`config.mk`:
```
export PLATFORM = sky130hd
export DESIGN_NAME = mem_bus_arbiter_flat
export DESIGN_NICKNAME = d
export VERILOG_FILES = /design/src/rtl/mem_bus_arbiter_if.sv /design/src/rtl/mem_bus_arbiter.sv /design/src/flat_wrapper.sv
export SDC_FILE = /design/constraint.sdc
export NUM_CORES = 1
export LEC_CHECK = 0
export CAP_MARGIN = 20
export CORE_AREA = 8 8 171 173
export DETAILED_ROUTE_END_ITERATION = 10
export DIE_AREA = 0 0 179 181
export SKIP_CTS_REPAIR_TIMING = 1
export SYNTH_ARGS = -nofsm -noshare
export SYNTH_HDL_FRONTEND = slang
export SYNTH_SLANG_ARGS = --single-unit
```
`constraint.sdc`:
```
create_clock -name clock -period 6.8 [get_ports clock]
set_clock_uncertainty 0.05 [all_clocks]
set_input_delay 0.68 -clock clock [delete_from_list [all_inputs] [get_ports clock]]
set_output_delay 0.68 -clock clock [all_outputs]
set_load 0.02 [all_outputs]
```
`src/rtl/mem_bus_arbiter_if.sv`:
```
// Bus bundle between the fetch/LSQ front ends, the arbiter and the memory port.
// slave: the arbiter's view. master: the surrounding environment's view.
interface mem_bus_arbiter_if #(
    parameter int XLEN     = 32,
    parameter int NUM_TAGS = 16
);
    localparam int CNT_W = $clog2(NUM_TAGS) + 1;

    // instruction-fetch requester
    logic [1:0]      ic_command;
    logic [XLEN-1:0] ic_addr;
    logic            ic_squash;
    logic [3:0]      ic_response;
    logic [63:0]     ic_data;
    logic [3:0]      ic_tag;

    // load/store requester
    logic [1:0]      dc_command;
    logic [XLEN-1:0] dc_addr;
    logic [63:0]     dc_wdata;
    logic [3:0]      dc_response;
    logic [63:0]     dc_data;
    logic [3:0]      dc_tag;

    // unified memory port
    logic [1:0]      proc2mem_command;
    logic [XLEN-1:0] proc2mem_addr;
    logic [63:0]     proc2mem_data;
    logic [3:0]      mem2proc_response;
    logic [63:0]     mem2proc_data;
    logic [3:0]      mem2proc_tag;

    // status
    logic [CNT_W-1:0] outstanding;
    logic             stray_tag;

    modport slave (
        input  ic_command, ic_addr, ic_squash,
        input  dc_command, dc_addr, dc_wdata,
        input  mem2proc_response, mem2proc_data, mem2proc_tag,
        output ic_response, ic_data, ic_tag,
        output dc_response, dc_data, dc_tag,
        output proc2mem_command, proc2mem_addr, proc2mem_data,
        output outstanding, stray_tag
    );

    modport master (
        output ic_command, ic_addr, ic_squash,
        output dc_command, dc_addr, dc_wdata,
        output mem2proc_response, mem2proc_data, mem2proc_tag,
        input  ic_response, ic_data, ic_tag,
        input  dc_response, dc_data, dc_tag,
        input  proc2mem_command, proc2mem_addr, proc2mem_data,
        input  outstanding, stray_tag
    );
endinterface

```
`src/rtl/mem_bus_arbiter.sv`:
```
// Arbitrates the single memory port between IC and DC, tracks which requester
// owns each accepted load tag, and steers tagged returns back to that owner.
module mem_bus_arbiter #(
    parameter int XLEN         = 32,
    parameter int NUM_TAGS     = 16,
    parameter int STARVE_LIMIT = 4
) (
    input  logic               clock,
    input  logic               reset,
    mem_bus_arbiter_if.slave   bus
);
    localparam int CNT_W    = $clog2(NUM_TAGS) + 1;
    localparam int STARVE_W = $clog2(STARVE_LIMIT + 1);
    localparam int TAG_W    = 4;
    localparam logic [1:0] CMD_NONE  = 2'd0;
    localparam logic [1:0] CMD_LOAD  = 2'd1;
    localparam logic [1:0] CMD_STORE = 2'd2;

    logic                 ic_active;
    logic                 dc_active;
    logic                 grant_ic;
    logic                 grant_dc;
    logic                 accept_load;
    logic [STARVE_W-1:0]  starve_cnt_reg;

    logic [NUM_TAGS-1:0]  valid_reg;
    logic [NUM_TAGS-1:0]  owner_dc_reg;
    logic [NUM_TAGS-1:0]  dropped_reg;
    logic [NUM_TAGS-1:0]  valid_next;
    logic [NUM_TAGS-1:0]  owner_dc_next;
    logic [NUM_TAGS-1:0]  dropped_next;
    logic [NUM_TAGS-1:0]  alloc_vec;
    logic [NUM_TAGS-1:0]  ret_hit_vec;

    logic                 ret_valid;
    logic                 ret_dropped;
    logic                 ret_owner_dc;
    logic                 route_ic;
    logic                 route_dc;
    logic [CNT_W-1:0]     valid_count;
    logic [CNT_W-1:0]     outstanding_reg;

    // Requests are ignored while reset is high so nothing reaches memory.
    // A STORE from IC is not a legal request and is treated as idle.
    assign ic_active = !reset && (bus.ic_command == CMD_LOAD);
    assign dc_active = !reset && ((bus.dc_command == CMD_LOAD) || (bus.dc_command == CMD_STORE));

    // DC wins ties unless IC has been passed over STARVE_LIMIT times in a row.
    assign grant_ic = ic_active && (!dc_active || (starve_cnt_reg >= STARVE_W'(STARVE_LIMIT)));
    assign grant_dc = dc_active && !grant_ic;

    // Only loads that memory actually accepted occupy a tag entry.
    assign accept_load = (grant_ic || (grant_dc && (bus.dc_command == CMD_LOAD)))
                         && (bus.mem2proc_response != '0);

    // Drive the grantee's request onto the memory port.
    always_comb begin
        bus.proc2mem_command = CMD_NONE;
        bus.proc2mem_addr    = '0;
        bus.proc2mem_data    = '0;
        if (grant_ic) begin
            bus.proc2mem_command = CMD_LOAD;
            bus.proc2mem_addr    = bus.ic_addr;
        end else if (grant_dc) begin
            bus.proc2mem_command = bus.dc_command;
            bus.proc2mem_addr    = bus.dc_addr;
            bus.proc2mem_data    = bus.dc_wdata;
        end
    end

    assign bus.ic_response = grant_ic ? bus.mem2proc_response : '0;
    assign bus.dc_response = grant_dc ? bus.mem2proc_response : '0;

    // Per-entry next state. Entry 0 is the "no tag" code and never holds state.
    // Allocation is applied last so a same-cycle return and re-accept of one
    // tag leaves the new owner in place.
    generate
        for (genvar gi = 0; gi < NUM_TAGS; gi++) begin : g_entry
            if (gi == 0) begin : g_null
                assign alloc_vec[gi]     = 1'b0;
                assign ret_hit_vec[gi]   = 1'b0;
                assign valid_next[gi]    = 1'b0;
                assign owner_dc_next[gi] = 1'b0;
                assign dropped_next[gi]  = 1'b0;
            end else begin : g_live
                assign alloc_vec[gi]     = accept_load && (bus.mem2proc_response == TAG_W'(gi));
                assign ret_hit_vec[gi]   = valid_reg[gi] && (bus.mem2proc_tag == TAG_W'(gi));
                assign valid_next[gi]    = alloc_vec[gi] || (valid_reg[gi] && !ret_hit_vec[gi]);
                assign owner_dc_next[gi] = alloc_vec[gi] ? grant_dc : owner_dc_reg[gi];
                assign dropped_next[gi]  = alloc_vec[gi]
                                         ? (grant_ic && bus.ic_squash)
                                         : (dropped_reg[gi] ||
                                            (bus.ic_squash && valid_reg[gi] && !owner_dc_reg[gi]));
            end
        end
    endgenerate

    // Return lookup: at most one entry can match the returning tag.
    assign ret_valid    = !reset && (|ret_hit_vec);
    assign ret_dropped  = |(ret_hit_vec & dropped_reg);
    assign ret_owner_dc = |(ret_hit_vec & owner_dc_reg);
    assign route_ic     = ret_valid && !ret_dropped && !ret_owner_dc;
    assign route_dc     = ret_valid && !ret_dropped && ret_owner_dc;

    assign bus.ic_tag    = route_ic ? bus.mem2proc_tag  : '0;
    assign bus.ic_data   = route_ic ? bus.mem2proc_data : '0;
    assign bus.dc_tag    = route_dc ? bus.mem2proc_tag  : '0;
    assign bus.dc_data   = route_dc ? bus.mem2proc_data : '0;
    assign bus.stray_tag = !reset && (bus.mem2proc_tag != '0) && !(|ret_hit_vec);

    // Count entries that will be valid after this edge.
    always_comb begin
        valid_count = '0;
        for (int i = 0; i < NUM_TAGS; i++) begin
            valid_count = valid_count + CNT_W'(valid_next[i]);
        end
    end

    // Tag table and occupancy register.
    always_ff @(posedge clock) begin
        if (reset) begin
            valid_reg       <= '0;
            owner_dc_reg    <= '0;
            dropped_reg     <= '0;
            outstanding_reg <= '0;
        end else begin
            valid_reg       <= valid_next;
            owner_dc_reg    <= owner_dc_next;
            dropped_reg     <= dropped_next;
            outstanding_reg <= valid_count;
        end
    end

    assign bus.outstanding = outstanding_reg;

    // Count consecutive cycles in which IC asked but DC was chosen instead.
    always_ff @(posedge clock) begin
        if (reset) begin
            starve_cnt_reg <= '0;
        end else if (ic_active && !grant_ic) begin
            if (starve_cnt_reg != STARVE_W'(STARVE_LIMIT)) begin
                starve_cnt_reg <= starve_cnt_reg + 1'b1;
            end
        end else begin
            starve_cnt_reg <= '0;
        end
    end
endmodule
```
`src/flat_wrapper.sv`:
```
// flat-port wrapper written by rule: the top's interface ports become plain ports
module mem_bus_arbiter_flat 
#(
    parameter int XLEN         = 32,
    parameter int NUM_TAGS     = 16,
    parameter int STARVE_LIMIT = 4
)
  (clock, reset, bus_ic_command, bus_ic_addr, bus_ic_squash, bus_dc_command, bus_dc_addr, bus_dc_wdata, bus_mem2proc_response, bus_mem2proc_data, bus_mem2proc_tag, bus_ic_response, bus_ic_data, bus_ic_tag, bus_dc_response, bus_dc_data, bus_dc_tag, bus_proc2mem_command, bus_proc2mem_addr, bus_proc2mem_data, bus_outstanding, bus_stray_tag);
  mem_bus_arbiter_if #(.XLEN(XLEN), .NUM_TAGS(NUM_TAGS)) bus_i ();
  input  logic clock;
  input  logic reset;
  input wire logic [$bits(bus_i.ic_command)-1:0] bus_ic_command;
  input wire logic [$bits(bus_i.ic_addr)-1:0] bus_ic_addr;
  input wire logic [$bits(bus_i.ic_squash)-1:0] bus_ic_squash;
  input wire logic [$bits(bus_i.dc_command)-1:0] bus_dc_command;
  input wire logic [$bits(bus_i.dc_addr)-1:0] bus_dc_addr;
  input wire logic [$bits(bus_i.dc_wdata)-1:0] bus_dc_wdata;
  input wire logic [$bits(bus_i.mem2proc_response)-1:0] bus_mem2proc_response;
  input wire logic [$bits(bus_i.mem2proc_data)-1:0] bus_mem2proc_data;
  input wire logic [$bits(bus_i.mem2proc_tag)-1:0] bus_mem2proc_tag;
  output wire logic [$bits(bus_i.ic_response)-1:0] bus_ic_response;
  output wire logic [$bits(bus_i.ic_data)-1:0] bus_ic_data;
  output wire logic [$bits(bus_i.ic_tag)-1:0] bus_ic_tag;
  output wire logic [$bits(bus_i.dc_response)-1:0] bus_dc_response;
  output wire logic [$bits(bus_i.dc_data)-1:0] bus_dc_data;
  output wire logic [$bits(bus_i.dc_tag)-1:0] bus_dc_tag;
  output wire logic [$bits(bus_i.proc2mem_command)-1:0] bus_proc2mem_command;
  output wire logic [$bits(bus_i.proc2mem_addr)-1:0] bus_proc2mem_addr;
  output wire logic [$bits(bus_i.proc2mem_data)-1:0] bus_proc2mem_data;
  output wire logic [$bits(bus_i.outstanding)-1:0] bus_outstanding;
  output wire logic [$bits(bus_i.stray_tag)-1:0] bus_stray_tag;
  assign bus_i.ic_command = bus_ic_command;
  assign bus_i.ic_addr = bus_ic_addr;
  assign bus_i.ic_squash = bus_ic_squash;
  assign bus_i.dc_command = bus_dc_command;
  assign bus_i.dc_addr = bus_dc_addr;
  assign bus_i.dc_wdata = bus_dc_wdata;
  assign bus_i.mem2proc_response = bus_mem2proc_response;
  assign bus_i.mem2proc_data = bus_mem2proc_data;
  assign bus_i.mem2proc_tag = bus_mem2proc_tag;
  assign bus_ic_response = bus_i.ic_response;
  assign bus_ic_data = bus_i.ic_data;
  assign bus_ic_tag = bus_i.ic_tag;
  assign bus_dc_response = bus_i.dc_response;
  assign bus_dc_data = bus_i.dc_data;
  assign bus_dc_tag = bus_i.dc_tag;
  assign bus_proc2mem_command = bus_i.proc2mem_command;
  assign bus_proc2mem_addr = bus_i.proc2mem_addr;
  assign bus_proc2mem_data = bus_i.proc2mem_data;
  assign bus_outstanding = bus_i.outstanding;
  assign bus_stray_tag = bus_i.stray_tag;
  mem_bus_arbiter #(.XLEN(XLEN), .NUM_TAGS(NUM_TAGS), .STARVE_LIMIT(STARVE_LIMIT)) u_core (.clock(clock), .reset(reset), .bus(bus_i));
endmodule
```
==> metrics.txt <==
status=complete, no violations; Initial Util=0.208; io pins=455; highest-count cells in the layout ignoring fill and taps=clkdlybuf4s50_1, nand2_1, and2_1; Critical R2R Launch=u_core.starve_cnt_reg[2]; core box area=about 27000 sq um; Worst Setup SP=bus_dc_command[1]; global route overflow=0; clk buf depth=2; Syn Area/Cell=between 7 and 8 sq um; unrepaired setup endpoints after global routing=no; Pins Over Slew Limit=0; fin crit share=0.831; max frequency=~180 MHz; Yosys reg bits=53; layout cells sized above 1=0.0883; vias post-DR=around 7000; P_int=approximately 660 uW; cts bufs inserted=5; Sw Share=0.313; setup TNS=0 ns; Comb power frac=0.399; Clock Latency Late Sink=roughly 0.3 ns; synth warn=0; overall routing resource usage=0.163; number of routed nets with antenna violations=0; mux contribution to synthesized area=0.0109; CTS sink cnt=between 50 and 60; CP max stage cell=nor4_1; clock share of power=0.269; routed len/inst=19.5 microns; Detailed Routing Iterations Pass 1=5; cell area after synthesis=5510 sq um; first-pass GRT wire length=41.9 mm; final std cells w/o fill=1475; Worst Path Required=just under 7 ns; H-tree depth=2; critical-path cell list=clkdlybuf4s50_1 > inv_1 > ha_1 > nor2_1 > a2bb2oi_1 > buf_4 > nor4_1 > a21o_1 > fa_1 > inv_1 > fa_1 > fa_1 > fa_1 > inv_1 > ha_1 > inv_1 > fa_1 > inv_1 > a21oi_1 > nor3b_1; CP Max Fanout=16; nets=~1400; Seq/Total Area, Yosys=0.193; DP HPWL=~23 mm; DP Cell Count=between 1000 and 1500; clock root cell=clkbuf_16; Routed WL=about 29 mm; Final Hold Fails=0; Post-Synth Adder-Cell Area=0.0532; largest net degree at the start of global routing=around 140; GPL Wtd Cong=approximately 0.87; switching pwr=approximately 300 uW; largest family of logic cells by synthesized area=simple AND/OR/NAND/NOR gates; post-synthesis xor/xnor area fraction=0.00318; Worst Setup End Kind=flop; drt drc=0; ys async rst share=0; PwrDens=just over 90 nW/um^2; cell row count=60; Total Die Area=32400 sq um; vias per cell=between 4 and 5; I/O Buffers=around 450; Synth Flop Type=dfxtp_1; Worst EP arrival=roughly 5.8 ns; critical path class=input pin to flop; synth unique cells=53; final instance area=between 10000 and 15000 sq um; compound-cell area share of the yosys netlist=0.140; Syn Nets=~960; slowest stage delay, CP=around 0.64 ns; vias in the first global route=6979; Hold Path Stages=1; Max Cap Viol=0; hold_sp=u_core.dropped_reg[11]; Syn-to-layout area delta=88.8%; Max IR drop VDD=roughly 0.000083 V; Clock transition at path regs=0.07 ns; Die X=about 180 microns; standby leakage power=4.13 nW; initial antenna violation count=2; FF-to-FF path depth=17; Hold Crit Class=flop to flop; CTS tree=built; most common cell after layout, fill and taps aside=clkdlybuf4s50_1; number of synthesized flops with an enable pin=0; Rel. slew slack=0.292; Initial DRC Count=approximately 440; Synth Area in Simple Gates=0.521; worst slew pin tran=between 1 and 1.5 ns; Tmin final=roughly 5.7 ns; part of the power in registers=0.332; Post-DP Area=just over 10000 sq um; Die Ht=between 150 and 200 microns; Worst setup SP type=input pin; # setup viols final=0; synthesized instance count=~730
[stage by stage]
stage                     total power [mW]  hold WS, ns  setup slack (ns)  utilization
after global routing                  1.00        0.485             0.832        0.392
after floorplan                      0.475        0.421              1.52            -
after detailed placement             0.706        0.441             0.864        0.387
after global placement               0.705        0.442             0.921        0.387
after CTS                            0.964        0.459              1.13        0.392
final                                0.954        0.453              1.15        0.392
[path summary, 6_finish.rpt]
check	endpoint	slack, ns
worst max-delay path	u_core.bus.outstanding[4]	1.15
worst min-delay path	u_core.dropped_reg[11]	0.45
worst max register to register	u_core.bus.outstanding[4]	2.10
worst min register to register	u_core.dropped_reg[11]	0.45
[power groups by stage]
stage / combinational [mW] / sequential, mW / clock, mW
3_5_place_dp: 0.381 / 0.324 / 0
2_1_floorplan: 0.151 / 0.324 / 0
4_1_cts: 0.384 / 0.317 / 0.264
6_report: 0.380 / 0.317 / 0.257
3_3_place_gp: 0.381 / 0.324 / 0
5_1_grt: 0.409 / 0.318 / 0.274
[cell type report]
class	count	area (sq um)
tap	341	427
timing repair buffer	469	4660
clock buffer	5	125
clock inverter	3	17.5
antenna	2	5.00
multi-input combinational	582	4020
inverter	20	75.1
fill	2722	16100
sequential	53	1060
[cell families (layout without fill, tap and decap cells)]
group                    count (synthesis)  count (layout)
AND/OR/NAND/NOR                        448             448
adder cells (fa/ha/maj)                 18              18
buffers and inverters                   97             497
XOR/XNOR                                 2               2
flip-flops                              53              53
other                                    0               2
AO/OA/AOI/OAI                          108             108
multiplexers                             6               6
[layer usage]
| layer | share of wire | GRT usage |
|---|---|---|
| met1 | 0.36 | 0.174 |
| met2 | 0.50 | 0.295 |
| met3 | 0.13 | 0.0609 |
| met4 | 0.018 | 0.0427 |
| met5 | 0 | 0 |
[synthesized netlist by cell type (all sizes together) (2+ instances only)]
master / count / area share
a31oi: 7 / 0.0080
nor4: 13 / 0.015
xor2: 2 / 0.0032
a2111oi: 2 / 0.010
and3b: 5 / 0.0080
mux2i: 6 / 0.011
dfxtp: 53 / 0.19
nand3: 6 / 0.0055
nor3b: 3 / 0.0041
nand2b: 8 / 0.0091
o22ai: 4 / 0.0045
or4: 3 / 0.0041
nand3b: 2 / 0.0027
a21oi: 14 / 0.013
o21ai: 37 / 0.034
nor2b: 5 / 0.0070
and3: 74 / 0.085
buf: 15 / 0.021
nand4: 4 / 0.0045
clkbuf: 62 / 0.044
nand4b: 4 / 0.0064
fa: 9 / 0.033
nand2: 116 / 0.079
o221ai: 3 / 0.0048
o32a: 11 / 0.020
nor2: 44 / 0.030
ha: 9 / 0.020
inv: 20 / 0.014
and4bb: 68 / 0.15
o22a: 15 / 0.024
nor3: 3 / 0.0027
and2: 85 / 0.097
a21o: 8 / 0.011
[worst max-delay path: cells and delay by family]
kind / cells / cell delay, ns
AND/OR/NAND/NOR: 3 / 0.93
adder cells (fa/ha/maj): 7 / 2.80
buffers and inverters: 7 / 0.99
AO/OA/AOI/OAI: 3 / 0.42
Power figures use the tool's default switching activity.
==> edit 1, RTL diff (same settings) <==
`STARVE_LIMIT` is set to 4 in 2 places; all go to 16.
--- a/src/rtl/mem_bus_arbiter.sv
+++ b/src/rtl/mem_bus_arbiter.sv
@@ -4,5 +4,5 @@
     parameter int XLEN         = 32,
     parameter int NUM_TAGS     = 16,
-    parameter int STARVE_LIMIT = 4
+    parameter int STARVE_LIMIT = 16
 ) (
     input  logic               clock,
--- a/src/flat_wrapper.sv
+++ b/src/flat_wrapper.sv
@@ -4,5 +4,5 @@
     parameter int XLEN         = 32,
     parameter int NUM_TAGS     = 16,
-    parameter int STARVE_LIMIT = 4
+    parameter int STARVE_LIMIT = 16
 )
   (clock, reset, bus_ic_command, bus_ic_addr, bus_ic_squash, bus_dc_command, bus_dc_addr, bus_dc_wdata, bus_mem2proc_response, bus_mem2proc_data, bus_mem2proc_tag, bus_ic_response, bus_ic_data, bus_ic_tag, bus_dc_response, bus_dc_data, bus_dc_tag, bus_proc2mem_command, bus_proc2mem_addr, bus_proc2mem_data, bus_outstanding, bus_stray_tag);
Formal check against the unedited RTL: not equivalent (Yosys sat finds a counterexample within 10 cycles, from zero or initial values and one cycle with reset high).
==> edit 1 against the unedited design <==
Design area rose by 2.5%; hold slack worse by 37 ps; sequential power grew 4%; total power up 6.6%; sequential cell count up 2; setup slack worse by 130 ps; wire length fell by 1.1%; synthesized area increased by 6.6%.
==> edit 1: results (changes against the unedited design) <==
* Arrival time of the worst setup path at 5880 ps (+70 ps)
* Switching Fraction at 30.8% (-0.48 points)
* Slew @ Worst Pin at 1090 ps (+41.0 ps)
* Largest net degree at the start of global routing at 137 (unchanged)
* Hold Startpoint: u_core.starve_cnt_reg[0]$_SDFFE_PP0N_
* Cell family with most CP delay: adder cells
* VDD IR max at 103 uV (+24%)
* R2R depth at 16 (-1)
* First-pass iteration count of the detailed router at 4 (-1)
* Share of cells above drive strength 1 at 7.60% (-1.2 points)
* Fin nets at 1423 (+4.9%)
* DR WL/cell at 18.4 um (-5.4%)
* Register area share after synthesis at 18.8% (-0.51 points)
* Clock group at 0.286 mW (+11%)
* Outcome: finished, final reports clean
* Hold Path Sink: u_core.starve_cnt_reg[0]$_SDFFE_PP0N_
* Post-synthesis xor/xnor area fraction at 0.597% (+0.28 points)
* Area after DPL at 10500 um2 (+2.4%)
* Post-Synth Adder-Cell Area at 4.99% (-0.33 points)
* Compound-Gate Fraction of Synth Area at 12.9% (-1.1 points)
* RR Startpoint: u_core.starve_cnt_reg[4]$_SDFFE_PP0N_
* Placed Cells incl. Taps at 1532 (+4.6%)
* Post-Syn Nets at 1034 (+8.0%)
* Static leakage at 3.84 nW (-7.1%)
* Post-detail-place hpwl at 23100 um (-1.2%)
* Number of global-route vias before repair at 7260 (+4.0%)
* Final worst-path cycle share at 85.0% (+1.9 points)
* Distinct cells, synth at 58 (+9.4%)
* WL final at 28400 um (-1.1%)
* Global-route usage over all layers at 16.2% (-0.18 points)
* Worst hold margin at 416 ps (-36.9 ps)
* CP max stage delay at 530 ps (-110 ps)
* Via density at 4.73 (-0.73%)
* Crit Path Max Fanout at 17 (+1)
* Number of DRC markers in iteration 0 at 477 (+9.4%)
* Gpl congestion at 0.858 (-1.3%)
* Mux contribution to synthesized area at 1.02% (-0.067 points)
* Clock power share at 28.1% (+1.2 points)
* Gate Count Post-Synth at 809 (+11%)
* Global-route wire length before repair at 42200 um (+0.74%)
* Synth top cells by count: 103 x nand2_1, 94 x nor4_1, 87 x inv_1
* Combinational power share at 39.6% (-0.3 points)
* Post-placement setup slack at 775 ps (-88.7 ps)
## edit 1: cell count changes after synthesis, sizes merged, moves of 5 or more
cell    unedited run  this run
nor4              13       152
and3              74         4
and4bb            68         0
inv               20        87
buf               15        40
clkbuf            62        43
a211oi             0        13
nand2            116       103
nor3               3        16
o32a              11         0
a21oi             14         6
and4               0         5
## edit 1: per-layer routing
layer	global-route usage (%)	share of wire (%)	vias up
li1	-	-	3611
met1	19.0	39	3344
met2	28.8	49	327
met3	4.75	11	12
met4	2.28	0.73	0
met5	0	0	-
## edit 1: final cells by class
type	count	area [um2]
fillers	2745	15800
clock inverters	1	30.0
flip-flops and latches	55	1100
inverters	87	327
clock buffers	6	129
diodes	2	5.00
repair buffers	465	4650
well taps	341	427
multi-input cells	584	4000
## edit 1: kinds of logic after synthesis
family | count (synthesis)
AND/OR/NAND/NOR | 449
flip-flops | 55
AO/OA/AOI/OAI | 107
adder cells (fa/ha/maj) | 18
XOR/XNOR | 4
multiplexers | 6
buffers and inverters | 170
==> edit 2, RTL diff (same settings) <==
Without the edit above. Make the reset (`reset`) asynchronous in 2 clocked blocks.
--- a/src/rtl/mem_bus_arbiter.sv
+++ b/src/rtl/mem_bus_arbiter.sv
@@ -118,5 +118,5 @@
 
     // Tag table and occupancy register.
-    always_ff @(posedge clock) begin
+    always_ff @(posedge clock or posedge reset) begin
         if (reset) begin
             valid_reg       <= '0;
@@ -135,5 +135,5 @@
 
     // Count consecutive cycles in which IC asked but DC was chosen instead.
-    always_ff @(posedge clock) begin
+    always_ff @(posedge clock or posedge reset) begin
         if (reset) begin
             starve_cnt_reg <= '0;
Formal check against the unedited RTL: differs if reset is asserted again (counterexample within 4 cycles, from zero or initial values and one cycle with reset high); with reset held inactive, the same outputs for 4 cycles.
==> edit 2 against the unedited design <==
Design area is 3.1% lower; critical path depth increased by 2; highest routed layer unchanged; setup slack better by 70 ps; synthesized area is 8.6% lower; wire length up 6.1%; sequential cell count unchanged.
Power is not compared: it rests on default switching activity, and its combinational part moved more than twofold at a synthesized area within 25%.
==> edit 2: results (changes against the unedited design) <==
* Number of global-route vias before repair at 6595 (-5.5%)
* GRT met1 Usage at 17.4% (-0.023 points)
* Top cells by area, synth: dfrtp_1 26%, and2_1 9.4%, nor2b_1 8.7%, nand2_1 6.6%, nor2_1 6.2%
* RR Endpoint: u_core.bus.outstanding[4]$_DFF_PP0_
* Global-route wire length before repair at 43000 um (+2.6%)
* H-tree levels at 2 (unchanged)
* Outcome: finished, final reports clean
* Register area share after synthesis at 26.3% (+7.1 points)
* Met2 Track Usage GR at 34.6% (+5.1 points)
* Kind of critical path: input pin to flop
* Initial antenna violation count at 3 (+1)
* Clock slew at reported path FFs at 70 ps (about the same)
* Global-route usage over all layers at 17.6% (+1.2 points)
* M1 WL at 9990 um (-2.9%)
* Fill count at 2776 (+2.0%)
* Vias at 6528 (-7.2%)
* Number of DRC markers in iteration 0 at 396 (-9.2%)
* Port bufs at 454 (unchanged)
* FFs w/ async S/R, synth at 100% (+100 points)
* Reg2reg setup slack at 2080 ps (-20 ps)
* Met3 GRT Util at 4.75% (-1.3 points)
* Distinct cells, synth at 51 (-3.8%)
* WL met3 at 3140 um (-13%)
* WL met2 at 16600 um (+16%)
* Share of cells above drive strength 1 at 3.24% (-5.6 points)
* Slew @ Worst Pin at 1040 ps (-15.5 ps)
* First-pass iteration count of the detailed router at 5 (unchanged)
* Post-detail-place hpwl at 26200 um (+12%)
* Crit Path Max Fanout at 4 (-12)
* Synthesis Warnings at 0 (unchanged)
* HP Class: flop to flop
* Gpl congestion at 0.850 (-2.2%)
* Post-Syn Nets at 917 (-4.2%)
* Arrival time of the worst setup path at 5770 ps (-40 ps)
* Fin nets at 1335 (-1.5%)
* Largest net degree at the start of global routing at 117 (-15%)
* DR WL/cell at 20.9 um (+7.7%)
* Synth top cells by count: 89 x nand2_1, 83 x nor2_1, 76 x and2_1
* RR Startpoint: u_core.starve_cnt_reg[2]$_DFFE_PP0P_
* R2R depth at 19 (+2)
[edit 2: cell type report]
type                    count  area, um2  area share [%]
repair buffers            464       4660            46.2
multi-input cells         539       3330            33.0
flip-flops and latches     53       1330            13.2
well taps                 341        427            4.23
inverters                  47        176            1.75
clock buffers               7        153            1.51
clock inverters             1       5.00          0.0497
diodes                      1       2.50          0.0248
[edit 2: cell families (layout without fill, tap and decap cells)]
group	Yosys count	in the layout	synth area share (%)
buf+inv	100	519	8.35
simple gates	403	403	41.7
other cells	0	1	0
flops	53	53	26.3
xor+xnor	2	2	0.348
mux	9	9	2.06
compound gates	107	107	15.4
fa+ha+maj	18	18	5.82
[edit 2: where the power goes]
| group | leakage (nW) | internal (mW) | total, mW | switching, mW |
|---|---|---|---|---|
| Sequential | 0.648 | 0.394 | 0.456 | 0.0619 |
| Combinational | 3.40 | 0.398 | 0.809 | 0.412 |
| Clock | 0.0799 | 0.156 | 0.269 | 0.113 |
| Total | 4.13 | 0.948 | 1.53 | 0.587 |
[edit 2: worst min-delay path by stage]
| stage | cells past startpoint | slack [ps] | endpoint | startpoint |
|---|---|---|---|---|
| after floorplan | 2 | 420 | u_core.dropped_reg[8]$_DFF_PP0_ | u_core.dropped_reg[8]$_DFF_PP0_ |
| after global placement | 2 | 440 | u_core.dropped_reg[8]$_DFF_PP0_ | u_core.dropped_reg[8]$_DFF_PP0_ |
| after detailed placement | 2 | 440 | u_core.dropped_reg[8]$_DFF_PP0_ | u_core.dropped_reg[8]$_DFF_PP0_ |
| after CTS | 2 | 460 | u_core.dropped_reg[8]$_DFF_PP0_ | u_core.dropped_reg[8]$_DFF_PP0_ |
| after global routing | 2 | 490 | u_core.dropped_reg[8]$_DFF_PP0_ | u_core.dropped_reg[8]$_DFF_PP0_ |
| final | 2 | 460 | u_core.dropped_reg[8]$_DFF_PP0_ | u_core.dropped_reg[8]$_DFF_PP0_ |
[edit 2: stage by stage]
step | instance area, um2 | setup slack [ps] | std cells | util [%]
floorplan | 5030 | 1120 | 692 | -
global placement | 9860 | 1060 | 1442 | 37.2
detailed placement | 9860 | 1000 | 1442 | 37.2
CTS | 10000 | 1220 | 1450 | 37.8
global route | 10100 | 944 | 1453 | 38.0
finish | 10100 | 1220 | 1453 | 38.0
[edit 2: worst max-delay path, stage by stage]
cell	delay (ps)
clkdlybuf4s50_1	470
inv_1	40
ha_1	330
nor2_1	80
o22ai_1	300
nand3_1	220
nor2_1	280
a21o_1	140
ha_1	220
inv_1	60
fa_1	450
fa_1	520
inv_1	50
fa_1	470
inv_1	50
fa_1	420
inv_1	70
ha_1	160
inv_1	60
fa_1	450
nor2b_1	130
o21a_1	110
